$ cat src/rtl/rotor_bank_if.sv
// ---------------------------------------------------------------------------
// rotor_bank_if
//   Letter handshake bundle between the plugboard and the rotor/reflector stage.
//
//   Valid/ready semantics (both directions): a transfer happens on a rising
//   clk edge where valid and ready are both high. The producer holds valid and
//   its data stable until that edge. The consumer may raise or lower ready at
//   any time, and ready may depend combinationally on other inputs.
//
//   Signals
//     in_valid   plugboard -> stage   in_letter is valid
//     in_ready   stage -> plugboard   stage can take a letter this cycle
//     in_letter  plugboard -> stage   letter index 0..25 (>=26 passes through)
//     out_valid  stage -> plugboard   out_letter is valid
//     out_ready  plugboard -> stage   return path accepts out_letter
//     out_letter stage -> plugboard   enciphered letter index
//
//   Modports
//     master : upstream side (drives the letter in, takes the result back)
//     slave  : the rotor stage
// ---------------------------------------------------------------------------
interface rotor_bank_if;
    logic       in_valid;
    logic       in_ready;
    logic [4:0] in_letter;
    logic       out_valid;
    logic       out_ready;
    logic [4:0] out_letter;

    modport master (
        output in_valid,
        output in_letter,
        input  in_ready,
        input  out_valid,
        input  out_letter,
        output out_ready
    );

    modport slave (
        input  in_valid,
        input  in_letter,
        output in_ready,
        output out_valid,
        output out_letter,
        input  out_ready
    );
endinterface

$ cat src/rtl/rotor_bank.sv
// ---------------------------------------------------------------------------
// rotor_bank
//   Enigma rotor/reflector stage sitting behind the plugboard. Each accepted
//   letter first steps the rotors (with the middle-rotor double step), then is
//   passed right->middle->left, through reflector B, and back left->middle->
//   right through the inverse wirings. Wirings are fixed: left = I,
//   middle = II, right = III, reflector = B. There are no ring settings.
//
//   One state per clock:
//     IDLE -> STEP -> FR -> FM -> FL -> RF -> BL -> BM -> BR -> OUT -> IDLE
//   out_valid rises on the eighth edge after the accepting edge, so a new
//   letter can be taken at most once every ten clocks.
//
//   Ports
//     clk        in   1    rising-edge clock
//     rst        in   1    asynchronous active-high reset
//     cfg_load   in   1    load start positions (only honoured in IDLE)
//     cfg_pos    in   15   {L[14:10], M[9:5], R[4:0]}; a field >= 26 loads as 0
//     bus        slave     letter in / letter out handshake (rotor_bank_if)
//     pos_l      out  5    left rotor position   (0..25)
//     pos_m      out  5    middle rotor position (0..25)
//     pos_r      out  5    right rotor position  (0..25)
//     dbg_state  out  4    current FSM state encoding (state_t)
// ---------------------------------------------------------------------------
module rotor_bank #(
    parameter logic [4:0] NOTCH_L = 5'd16,  // Q: left rotor never drives a step
    parameter logic [4:0] NOTCH_M = 5'd4,   // E
    parameter logic [4:0] NOTCH_R = 5'd21   // V
) (
    input  logic         clk,
    input  logic         rst,
    input  logic         cfg_load,
    input  logic [14:0]  cfg_pos,
    rotor_bank_if.slave  bus,
    output logic [4:0]   pos_l,
    output logic [4:0]   pos_m,
    output logic [4:0]   pos_r,
    output logic [3:0]   dbg_state
);

    // Notch positions outside the alphabet would make a rotor never turn over.
    if (NOTCH_L > 5'd25 || NOTCH_M > 5'd25 || NOTCH_R > 5'd25) begin : g_bad_notch
        $error("rotor_bank: notch parameter outside 0..25");
    end

    typedef enum logic [3:0] {
        S_IDLE = 4'd0,
        S_STEP = 4'd1,
        S_FR   = 4'd2,
        S_FM   = 4'd3,
        S_FL   = 4'd4,
        S_RF   = 4'd5,
        S_BL   = 4'd6,
        S_BM   = 4'd7,
        S_BR   = 4'd8,
        S_OUT  = 4'd9
    } state_t;

    localparam logic [1:0] ROT_L = 2'd0;
    localparam logic [1:0] ROT_M = 2'd1;
    localparam logic [1:0] ROT_R = 2'd2;

    // Forward wirings: entry i is the contact letter reached from contact i.
    // Rotor I   : EKMFLGDQVZNTOWYHXUSPAIBRCJ
    localparam logic [4:0] WIRE_I [26] = '{
        5'd4,  5'd10, 5'd12, 5'd5,  5'd11, 5'd6,  5'd3,  5'd16, 5'd21,
        5'd25, 5'd13, 5'd19, 5'd14, 5'd22, 5'd24, 5'd7,  5'd23, 5'd20,
        5'd18, 5'd15, 5'd0,  5'd8,  5'd1,  5'd17, 5'd2,  5'd9
    };
    // Rotor II  : AJDKSIRUXBLHWTMCQGZNPYFVOE
    localparam logic [4:0] WIRE_II [26] = '{
        5'd0,  5'd9,  5'd3,  5'd10, 5'd18, 5'd8,  5'd17, 5'd20, 5'd23,
        5'd1,  5'd11, 5'd7,  5'd22, 5'd19, 5'd12, 5'd2,  5'd16, 5'd6,
        5'd25, 5'd13, 5'd15, 5'd24, 5'd5,  5'd21, 5'd14, 5'd4
    };
    // Rotor III : BDFHJLCPRTXVZNYEIWGAKMUSQO
    localparam logic [4:0] WIRE_III [26] = '{
        5'd1,  5'd3,  5'd5,  5'd7,  5'd9,  5'd11, 5'd2,  5'd15, 5'd17,
        5'd19, 5'd23, 5'd21, 5'd25, 5'd13, 5'd24, 5'd4,  5'd8,  5'd22,
        5'd6,  5'd0,  5'd10, 5'd12, 5'd20, 5'd18, 5'd16, 5'd14
    };
    // Reflector B : YRUHQSLDPXNGOKMIEBFZCWVJAT
    localparam logic [4:0] REFL_B [26] = '{
        5'd24, 5'd17, 5'd20, 5'd7,  5'd16, 5'd18, 5'd11, 5'd3,  5'd15,
        5'd23, 5'd13, 5'd6,  5'd14, 5'd10, 5'd12, 5'd8,  5'd4,  5'd1,
        5'd5,  5'd25, 5'd2,  5'd22, 5'd21, 5'd9,  5'd0,  5'd19
    };

    // (a + b) mod 26 for a, b in 0..25, formed in 6 bits so nothing wraps at 32.
    function automatic logic [4:0] add26(input logic [4:0] a, input logic [4:0] b);
        logic [5:0] s;
        s = {1'b0, a} + {1'b0, b};
        if (s >= 6'd26) s = s - 6'd26;
        return s[4:0];
    endfunction

    // (a - b) mod 26 for a, b in 0..25; biased by 26 so the 6-bit value stays positive.
    function automatic logic [4:0] sub26(input logic [4:0] a, input logic [4:0] b);
        logic [5:0] d;
        d = {1'b0, a} + 6'd26 - {1'b0, b};
        if (d >= 6'd26) d = d - 6'd26;
        return d[4:0];
    endfunction

    function automatic logic [4:0] inc26(input logic [4:0] p);
        return (p == 5'd25) ? 5'd0 : p + 5'd1;
    endfunction

    function automatic logic [4:0] clamp26(input logic [4:0] p);
        return (p >= 5'd26) ? 5'd0 : p;
    endfunction

    function automatic logic [4:0] fwd_map(input logic [1:0] sel, input logic [4:0] idx);
        logic [4:0] r;
        case (sel)
            ROT_L:   r = WIRE_I[idx];
            ROT_M:   r = WIRE_II[idx];
            ROT_R:   r = WIRE_III[idx];
            default: r = idx;
        endcase
        return r;
    endfunction

    // Inverse wiring found by searching the forward table, so the two
    // directions can never disagree.
    function automatic logic [4:0] inv_map(input logic [1:0] sel, input logic [4:0] x);
        logic [4:0] r;
        r = 5'd0;
        for (int i = 0; i < 26; i++) begin
            if (fwd_map(sel, 5'(i)) == x) r = 5'(i);
        end
        return r;
    endfunction

    // One rotor traversal: enter at contact (c + p), leave shifted back by p.
    function automatic logic [4:0] rotor_pass(input logic [1:0] sel, input logic [4:0] p,
                                              input logic [4:0] c, input logic inverse);
        logic [4:0] contact;
        logic [4:0] t;
        contact = add26(c, p);
        t = inverse ? inv_map(sel, contact) : fwd_map(sel, contact);
        return sub26(t, p);
    endfunction

    state_t     state_q, state_d;
    logic [4:0] c_q, c_d;
    logic       bypass_q, bypass_d;   // letter >= 26: no stepping, no substitution
    logic [4:0] pl_d, pm_d, pr_d;

    always_ff @(posedge clk or posedge rst) begin
        if (rst) begin
            state_q  <= S_IDLE;
            c_q      <= 5'd0;
            bypass_q <= 1'b0;
            pos_l    <= 5'd0;
            pos_m    <= 5'd0;
            pos_r    <= 5'd0;
        end else begin
            state_q  <= state_d;
            c_q      <= c_d;
            bypass_q <= bypass_d;
            pos_l    <= pl_d;
            pos_m    <= pm_d;
            pos_r    <= pr_d;
        end
    end

    always_comb begin
        state_d  = state_q;
        c_d      = c_q;
        bypass_d = bypass_q;
        pl_d     = pos_l;
        pm_d     = pos_m;
        pr_d     = pos_r;

        case (state_q)
            S_IDLE: begin
                // cfg_load has priority; in_ready is low while it is asserted.
                if (cfg_load) begin
                    pl_d = clamp26(cfg_pos[14:10]);
                    pm_d = clamp26(cfg_pos[9:5]);
                    pr_d = clamp26(cfg_pos[4:0]);
                end else if (bus.in_valid) begin
                    c_d      = bus.in_letter;
                    bypass_d = (bus.in_letter >= 5'd26);
                    state_d  = S_STEP;
                end
            end
            S_STEP: begin
                if (!bypass_q) begin
                    // Middle at its notch steps itself and the left rotor
                    // (double step); otherwise the right notch carries into middle.
                    if (pos_m == NOTCH_M) begin
                        pl_d = inc26(pos_l);
                        pm_d = inc26(pos_m);
                    end else if (pos_r == NOTCH_R) begin
                        pm_d = inc26(pos_m);
                    end
                    pr_d = inc26(pos_r);
                end
                state_d = S_FR;
            end
            S_FR: begin
                if (!bypass_q) c_d = rotor_pass(ROT_R, pos_r, c_q, 1'b0);
                state_d = S_FM;
            end
            S_FM: begin
                if (!bypass_q) c_d = rotor_pass(ROT_M, pos_m, c_q, 1'b0);
                state_d = S_FL;
            end
            S_FL: begin
                if (!bypass_q) c_d = rotor_pass(ROT_L, pos_l, c_q, 1'b0);
                state_d = S_RF;
            end
            S_RF: begin
                if (!bypass_q) c_d = REFL_B[c_q];
                state_d = S_BL;
            end
            S_BL: begin
                if (!bypass_q) c_d = rotor_pass(ROT_L, pos_l, c_q, 1'b1);
                state_d = S_BM;
            end
            S_BM: begin
                if (!bypass_q) c_d = rotor_pass(ROT_M, pos_m, c_q, 1'b1);
                state_d = S_BR;
            end
            S_BR: begin
                if (!bypass_q) c_d = rotor_pass(ROT_R, pos_r, c_q, 1'b1);
                state_d = S_OUT;
            end
            S_OUT: begin
                if (bus.out_ready) state_d = S_IDLE;
            end
            default: state_d = S_IDLE;
        endcase
    end

    // in_ready is gated by rst so the upstream never sees a transfer window
    // while the stage is held in reset.
    assign bus.in_ready   = (state_q == S_IDLE) && !cfg_load && !rst;
    assign bus.out_valid  = (state_q == S_OUT);
    assign bus.out_letter = c_q;
    assign dbg_state      = state_q;

endmodule

$ cat src/flat_wrapper.sv
// flat-port wrapper written by rule: the top's interface ports become plain ports
module rotor_bank_flat 
#(
    parameter logic [4:0] NOTCH_L = 5'd16,                                      
    parameter logic [4:0] NOTCH_M = 5'd4,       
    parameter logic [4:0] NOTCH_R = 5'd21       
)
  (clk, rst, cfg_load, cfg_pos, pos_l, pos_m, pos_r, dbg_state, bus_in_valid, bus_in_letter, bus_in_ready, bus_out_valid, bus_out_letter, bus_out_ready);
  rotor_bank_if bus_i ();
  input  logic clk;
  input  logic rst;
  input  logic cfg_load;
  input  logic [14:0] cfg_pos;
  output logic [4:0] pos_l;
  output logic [4:0] pos_m;
  output logic [4:0] pos_r;
  output logic [3:0] dbg_state;
  input wire logic [$bits(bus_i.in_valid)-1:0] bus_in_valid;
  input wire logic [$bits(bus_i.in_letter)-1:0] bus_in_letter;
  output wire logic [$bits(bus_i.in_ready)-1:0] bus_in_ready;
  output wire logic [$bits(bus_i.out_valid)-1:0] bus_out_valid;
  output wire logic [$bits(bus_i.out_letter)-1:0] bus_out_letter;
  input wire logic [$bits(bus_i.out_ready)-1:0] bus_out_ready;
  assign bus_i.in_valid = bus_in_valid;
  assign bus_i.in_letter = bus_in_letter;
  assign bus_in_ready = bus_i.in_ready;
  assign bus_out_valid = bus_i.out_valid;
  assign bus_out_letter = bus_i.out_letter;
  assign bus_i.out_ready = bus_out_ready;
  rotor_bank #(.NOTCH_L(NOTCH_L), .NOTCH_M(NOTCH_M), .NOTCH_R(NOTCH_R)) u_core (.clk(clk), .rst(rst), .cfg_load(cfg_load), .cfg_pos(cfg_pos), .bus(bus_i), .pos_l(pos_l), .pos_m(pos_m), .pos_r(pos_r), .dbg_state(dbg_state));
endmodule
$ cat config.mk
export PLATFORM = sky130hd
export DESIGN_NAME = rotor_bank_flat
export DESIGN_NICKNAME = d
export VERILOG_FILES = /design/src/rtl/rotor_bank_if.sv /design/src/rtl/rotor_bank.sv /design/src/flat_wrapper.sv
export SDC_FILE = /design/constraint.sdc
export NUM_CORES = 1
export LEC_CHECK = 0
export BUFFER_PORTS_ARGS = -buffer_cell sky130_fd_sc_hd__clkbuf_2
export CELL_PAD_IN_SITES_DETAIL_PLACEMENT = 0
export CELL_PAD_IN_SITES_GLOBAL_PLACEMENT = 1
export CORE_UTILIZATION = 50
export CTS_CLUSTER_DIAMETER = 100
export DETAILED_ROUTE_END_ITERATION = 12
export PLACE_DENSITY_LB_ADDON = 0.1
export SETUP_SLACK_MARGIN = 0.5
export SLEW_MARGIN = 10
export SYNTH_ARGS = -nofsm -noshare
export SYNTH_HDL_FRONTEND = slang
export SYNTH_SLANG_ARGS = --single-unit
$ cat constraint.sdc
create_clock -name clk -period 12.95 [get_ports clk]
set_input_delay 0 -clock clk [delete_from_list [all_inputs] [get_ports clk]]
set_output_delay 0 -clock clk [all_outputs]
set_load 0.005 [all_outputs]
# == Yosys cells after proc, flatten, opt, wreduce, memory -nomap -nowiden ==
# Memories as Yosys holds them, arrays and structs flattened.
# Cells that the tools add are included.
# Widths: inputs -> output; s select.
# op_classes
bitwise_logic,5
n_eq_ne,103
n_reduce_logical,13
n_lt_le_gt_ge,17
n_mux,246
n_addsub,27
# ops
op,n
$mux 5,193
$eq 5x5->1,75
$mux 4,27
$ge 6x5->1 const B,9
$sub 5x5->5 const B,9
$pmux 4 s10,1
$pmux 5 s8,1
$add 5x5->6 const B,6
$mux 3,12
$sub 6x5->6,6
$pmux 5 s2,3
$ge 6x6->1 const B,4
$not 5->6,4
$ne 2x2->1 const B,11
$eq 5x5->1 const B,4
$ge 5x5->1 const B,4
$add 5x5->6,3
$eq 4x3->1 const B,4
$add 5x1->5 const B,3
$mux 2,6
$reduce_and 10->1,1
$reduce_and 3->1,3
$eq 4x2->1 const B,2
$eq 4x4->1 const B,2
other kinds (12),18
# totals
memories,4
word_cells,421
register_bits,25
mem_bits_ro,640
output_inout_bits,26
# mem_list
memory,words,word_bits,rd,rd_ports_with_merged_regs,write_ports,line_no,rtl
(name not given),32,5,1,0,0,rotor_bank.sv:118,ROT_R: r = WIRE_III[idx];
(name not given),32,5,1,0,0,rotor_bank.sv:116,ROT_L: r = WIRE_I[idx];
(name not given),32,5,1,0,0,rotor_bank.sv:117,ROT_M: r = WIRE_II[idx];
(name not given),32,5,1,0,0,rotor_bank.sv:216,if (!bypass_q) c_d = REFL_B[c_q];

# == Longest topological paths before layout ==
# depth
ltp_word,39
depth_mapped,31
mapped_depth_nobuf,30

# == Least setup slack after synthesis ==
# OpenSTA, ideal clock, no wires.
# synth_timing
kind,reg-to-reg
from,register u_core.c_q[0] (netlist: u_core.bus.out_letter[0])
to,register u_core.c_q[2] (netlist: u_core.bus.out_letter[2])
required_time_ns,12.867
arrival_ns,6.386
setup_ns,0.083
slack_ns,6.481
path_stages_with_launch,31
cell_sequence,dfrtp_1 -> ha_1 -> fa_1 -> a211o_1 -> a21o_1 -> and2_1 -> a31oi_1 -> nor2_1 -> a21oi_1 -> inv_1 -> ha_1 -> clkbuf_1 -> or3_1 -> mux2_2 -> a31oi_1 -> a21oi_1 -> a221o_1 -> ha_1 -> inv_1 -> ha_1 -> inv_1 -> fa_1 -> nor2b_1 -> o21ai_0 -> a21boi_0 -> nor2_1 -> a21oi_1 -> mux2_2 -> o22ai_1 -> o32ai_1 -> o21ai_0
# synth_via
elab_chain_cells,39
elab_cells_between_ends,237
classes_between,add/sub: 24; order compare: 9; eq/ne: 75; mux: 121; bitwise: 4; memory: 4
# synth_lines
item,line_no,rtl
"start, declared",rotor_bank.sv:146,"logic [4:0] c_q, c_d;"
"start signal, assigned",rotor_bank.sv:153,c_q <= 5'd0;
"start signal, assigned",rotor_bank.sv:160,c_q <= c_d;
$add 5x5->6,rotor_bank.sv:92,"s = {1'b0, a} + {1'b0, b};"
$sub 5x5->5 / $ge 6x5->1 (equally long branches),rotor_bank.sv:93,if (s >= 6'd26) s = s - 6'd26;
$mux 5,rotor_bank.sv:93,
$mux 5 (on tied branches),-,
$mux 5,rotor_bank.sv:176,case (state_q)
$eq 5x5->1,rotor_bank.sv:130,"if (fwd_map(sel, 5'(i)) == x) r = 5'(i);"
$mux 1,rotor_bank.sv:130,
$mux 2 (2 in series),rotor_bank.sv:130,
[22 not listed],-,
$mux 5 (on tied branches),"rotor_bank.sv:228, rotor_bank.sv:220, rotor_bank.sv:224",
$mux 5,rotor_bank.sv:176,
$add 5x5->6,rotor_bank.sv:100,"d = {1'b0, a} + 6'd26 - {1'b0, b};"
$sub 6x5->6,rotor_bank.sv:100,
$sub 5x5->5 / $ge 6x5->1 (equally long branches),rotor_bank.sv:101,if (d >= 6'd26) d = d - 6'd26;
$mux 5,rotor_bank.sv:101,
$mux 5 (on tied branches),"rotor_bank.sv:228, rotor_bank.sv:220, rotor_bank.sv:224",
$pmux 5 s8 *,rotor_bank.sv:176,
# Mark *: on every way between the ends. The rest lies on a longest branch, timed or not. The select of a mux whose other input is x is not followed.
# A chain may end at the register's enable or synchronous reset.

# == Worst setup path in the final report ==
# layout_timing
from,register u_core.c_q[0] (netlist: u_core.bus.out_letter[0])
to,register u_core.c_q[1] (netlist: u_core.bus.out_letter[1])
# Same word-level chain as after synthesis.

==> metrics.cfg <==
[run_status]
status = finished, violations left
violations = hold timing

[floorplanning]
die_w_um = 120
fp-row-count = 42
ios = 51
start_util_pct = 51.8
die_h_um = 120
die-area_um2 = 14400
coreArea_um2 = 13400

[min_path]
hp-class = input port to async pin

[clocking]
cts_tree = built
cts.sink_count = 25
post_cts_buffers = 0
clock_latency_ns = 0.27
postCtsHoldBufs = 1
cts_buffers = 3
root_buffer = clkbuf_16
h-tree-depth = 1
clk_path_buf_depth = 2
clk_pin_slew_ns = 0.07
postCtsResizedCells = 0

[timing]
finalSetupTns_ns = 0
fin_ws_ns = 5.74
hold_violations = 15
tightest_slew_ns = 1.19
slew_headroom_pct = 20.4
hold_ws_ns = -0.0175
rsz0062_at_grt = no
final_max_slew_viol_count = 0
max_freq_ghz = 0.139
skew_ns = 0.00351
min_period_over_period_pct = 55.7
fin_crit_ns = 7.21
finalSetupViolCount = 0

[drt]
ant_nets = 0
via_per_inst = 6.44
post-route-drc-count = 0
wl_per_cell_um = 17.7
dr.pass1.iters = 5
drt_iter0_markers = 844
wl_mm = 20.3
vias = 7375

[synth]
synthTopCellsByArea = ha_1, dfrtp_1, a21oi_1, inv_1, nand2_1
yosysSeqAreaShare_pct = 9.01
synth.avg_cell_area_um2 = 7.28
syn-num-nets = 1098
syn_inst = 954
synth_top_area_share_pct = 19.8
ys_async_sr_fraction_pct = 100
synth_warnings = 0
synth_edf_count = 0
synth_area_um2 = 6950
ys.flop_type = dfrtp_1
synth-seq-cells = 25
synth_top_cell_by_area = ha_1
synth_cell_type_count = 84

[global_routing]
grt_overflow = 0
grt_use_met2_pct = 46.6
grt_max_degree = 26
antenna_found_initial = 0
grt-busiest-layer = met2
first_global_vias = 6686
grtUsageMet1_pct = 38.8
use_met3_pct = 3.75
grt.total_usage_pct = 27.8
grt_pass1_wl_mm = 33.0

[finish]
drive_gt1_share_pct = 9.48
diodes = 0
num-nets-final = 1115
syn_to_final_growth_pct = 5.87
n_fill_cell = 1288

[setup_path]
slowest_stage = dfrtp_1
cp_data_arrival_time_ns = 7.35
cpMostUsedCell = ha_1
critical_path.max_stage_delay_ns = 0.57
path_max_fanout = 12
required_ns = 13.09
startpoint_type = register
end_kind = register
worst-setup-path-type = register to register

[place]
gp_congestion = 0.918
hpwl_mm = 15.8
io_buffers = 50
dp_slack_ns = 5.73

[run]
drv_cap = 0

-- worst max-delay path: cells and delay by family (launching register included) --
kind                     cells  cell delay, ns
AO/OA/AOI/OAI               13            3.00
flip-flops                   1            0.57
AND/OR/NAND/NOR              5            0.84
multiplexers                 1            0.26
XOR/XNOR                     1            0.16
buffers and inverters        3            0.32
adder cells (fa/ha/maj)      6            1.94
-- cell families after synthesis --
logic type / after synthesis / synth area share, %
AO/OA/AOI/OAI: 333 / 32.8
XOR/XNOR: 43 / 5.53
adder cells (fa/ha/maj): 119 / 22.4
buffers and inverters: 131 / 7.42
flip-flops: 25 / 9.01
multiplexers: 25 / 3.98
AND/OR/NAND/NOR: 278 / 18.8
-- flip-flops by register name, summed over array words and instances, names as in the netlist --
name,cells
u_core.pos_m,5
u_core.bypass_q,1
u_core.pos_r,5
u_core.dbg_state,4
u_core.pos_l,5
u_core.bus.out_letter,5
-- placed cells by master (no fill, tap or decap), types with 5 or more instances in the layout --
cell	Yosys	routed
nor3_1	24	24
o21ai_0	61	61
nand4_1	12	12
a31oi_1	10	10
nor2_1	75	75
nand2_1	87	87
clkbuf_2	0	50
mux2i_1	15	15
o211ai_1	9	9
mux2_2	8	8
a211o_1	8	8
nor3b_1	7	7
o21a_1	8	8
fa_1	9	9
a21oi_1	84	84
inv_1	88	88
a21boi_0	8	8
or3_1	8	8
o221ai_1	5	5
nand3_1	25	25
xnor2_1	30	30
xor2_1	12	12
a22oi_1	8	8
a21o_1	21	21
a211oi_1	16	16
dfrtp_1	25	25
o22ai_1	20	20
nor2b_1	10	10
a221oi_1	5	5
nand2b_1	7	7
ha_1	110	110
a22o_1	6	6
-- path summary, 6_finish.rpt --
path                                     startpoint                        to  slack [ns]  cells past startpoint
min reg2reg                         u_core.bypass_q           u_core.bypass_q        0.58                      2
max                        u_core.bus.out_letter[0]  u_core.bus.out_letter[1]        5.74                     29
max reg2reg                u_core.bus.out_letter[0]  u_core.bus.out_letter[1]        5.74                     29
min in group clk                         cfg_pos[0]           u_core.pos_r[0]        0.02                      3
min                                             rst       u_core.dbg_state[3]       -0.02                      2
max in group asynchronous                       rst           u_core.pos_r[4]       12.31                      2
-- cell usage after synthesis (4+ instances only) --
cell type	instances
o221ai_1	5
nand3b_1	4
nand2b_1	7
a311oi_1	4
buf_2	7
and2_1	4
fa_1	9
nor3_1	24
nand3_1	25
ha_1	110
nand4_1	12
a211o_1	8
a21boi_0	8
a22oi_1	8
dfrtp_1	25
o22ai_1	20
a32o_1	4
o32ai_1	4
a22o_1	6
xnor2_1	30
nor2_1	75
o21a_1	8
inv_1	88
a221oi_1	5
a21oi_2	4
o211ai_1	9
nor3b_1	7
a21o_1	21
o21ai_0	61
mux2i_1	15
a21oi_1	84
nor2b_1	10
mux2_2	8
xor2_1	12
a31oi_1	10
nand2_1	87
or3_1	8
clkbuf_1	32
a211oi_1	16
-- layout make-up --
cell class | count | area, um^2 | area share (%)
clock buffer | 3 | 75.1 | 1.02
clock inverter | 1 | 7.51 | 0.102
inverter | 88 | 330 | 4.49
multi-input combinational | 798 | 5800 | 78.9
sequential | 25 | 626 | 8.51
tap | 176 | 220 | 2.99
timing repair buffer | 55 | 290 | 3.95
-- through the flow --
stage               utilization, %  std cells  cell area (um^2)
floorplan                        -        954              6950
global placement              54.2       1141              7260
detailed placement            54.2       1141              7260
CTS                           54.9       1146              7350
global route                  54.9       1146              7350
finish                        54.9       1146              7350
-- routing by layer --
metal / part of all wire [%] / wire, um
met5: 0 / 0
met4: 1.1 / 227
met3: 6.2 / 1260
met2: 46 / 9250
met1: 47 / 9510
Power is left out: the tool's default activity adds up to more than one toggle a clock period on the data nets, which glitch-free logic cannot reach.
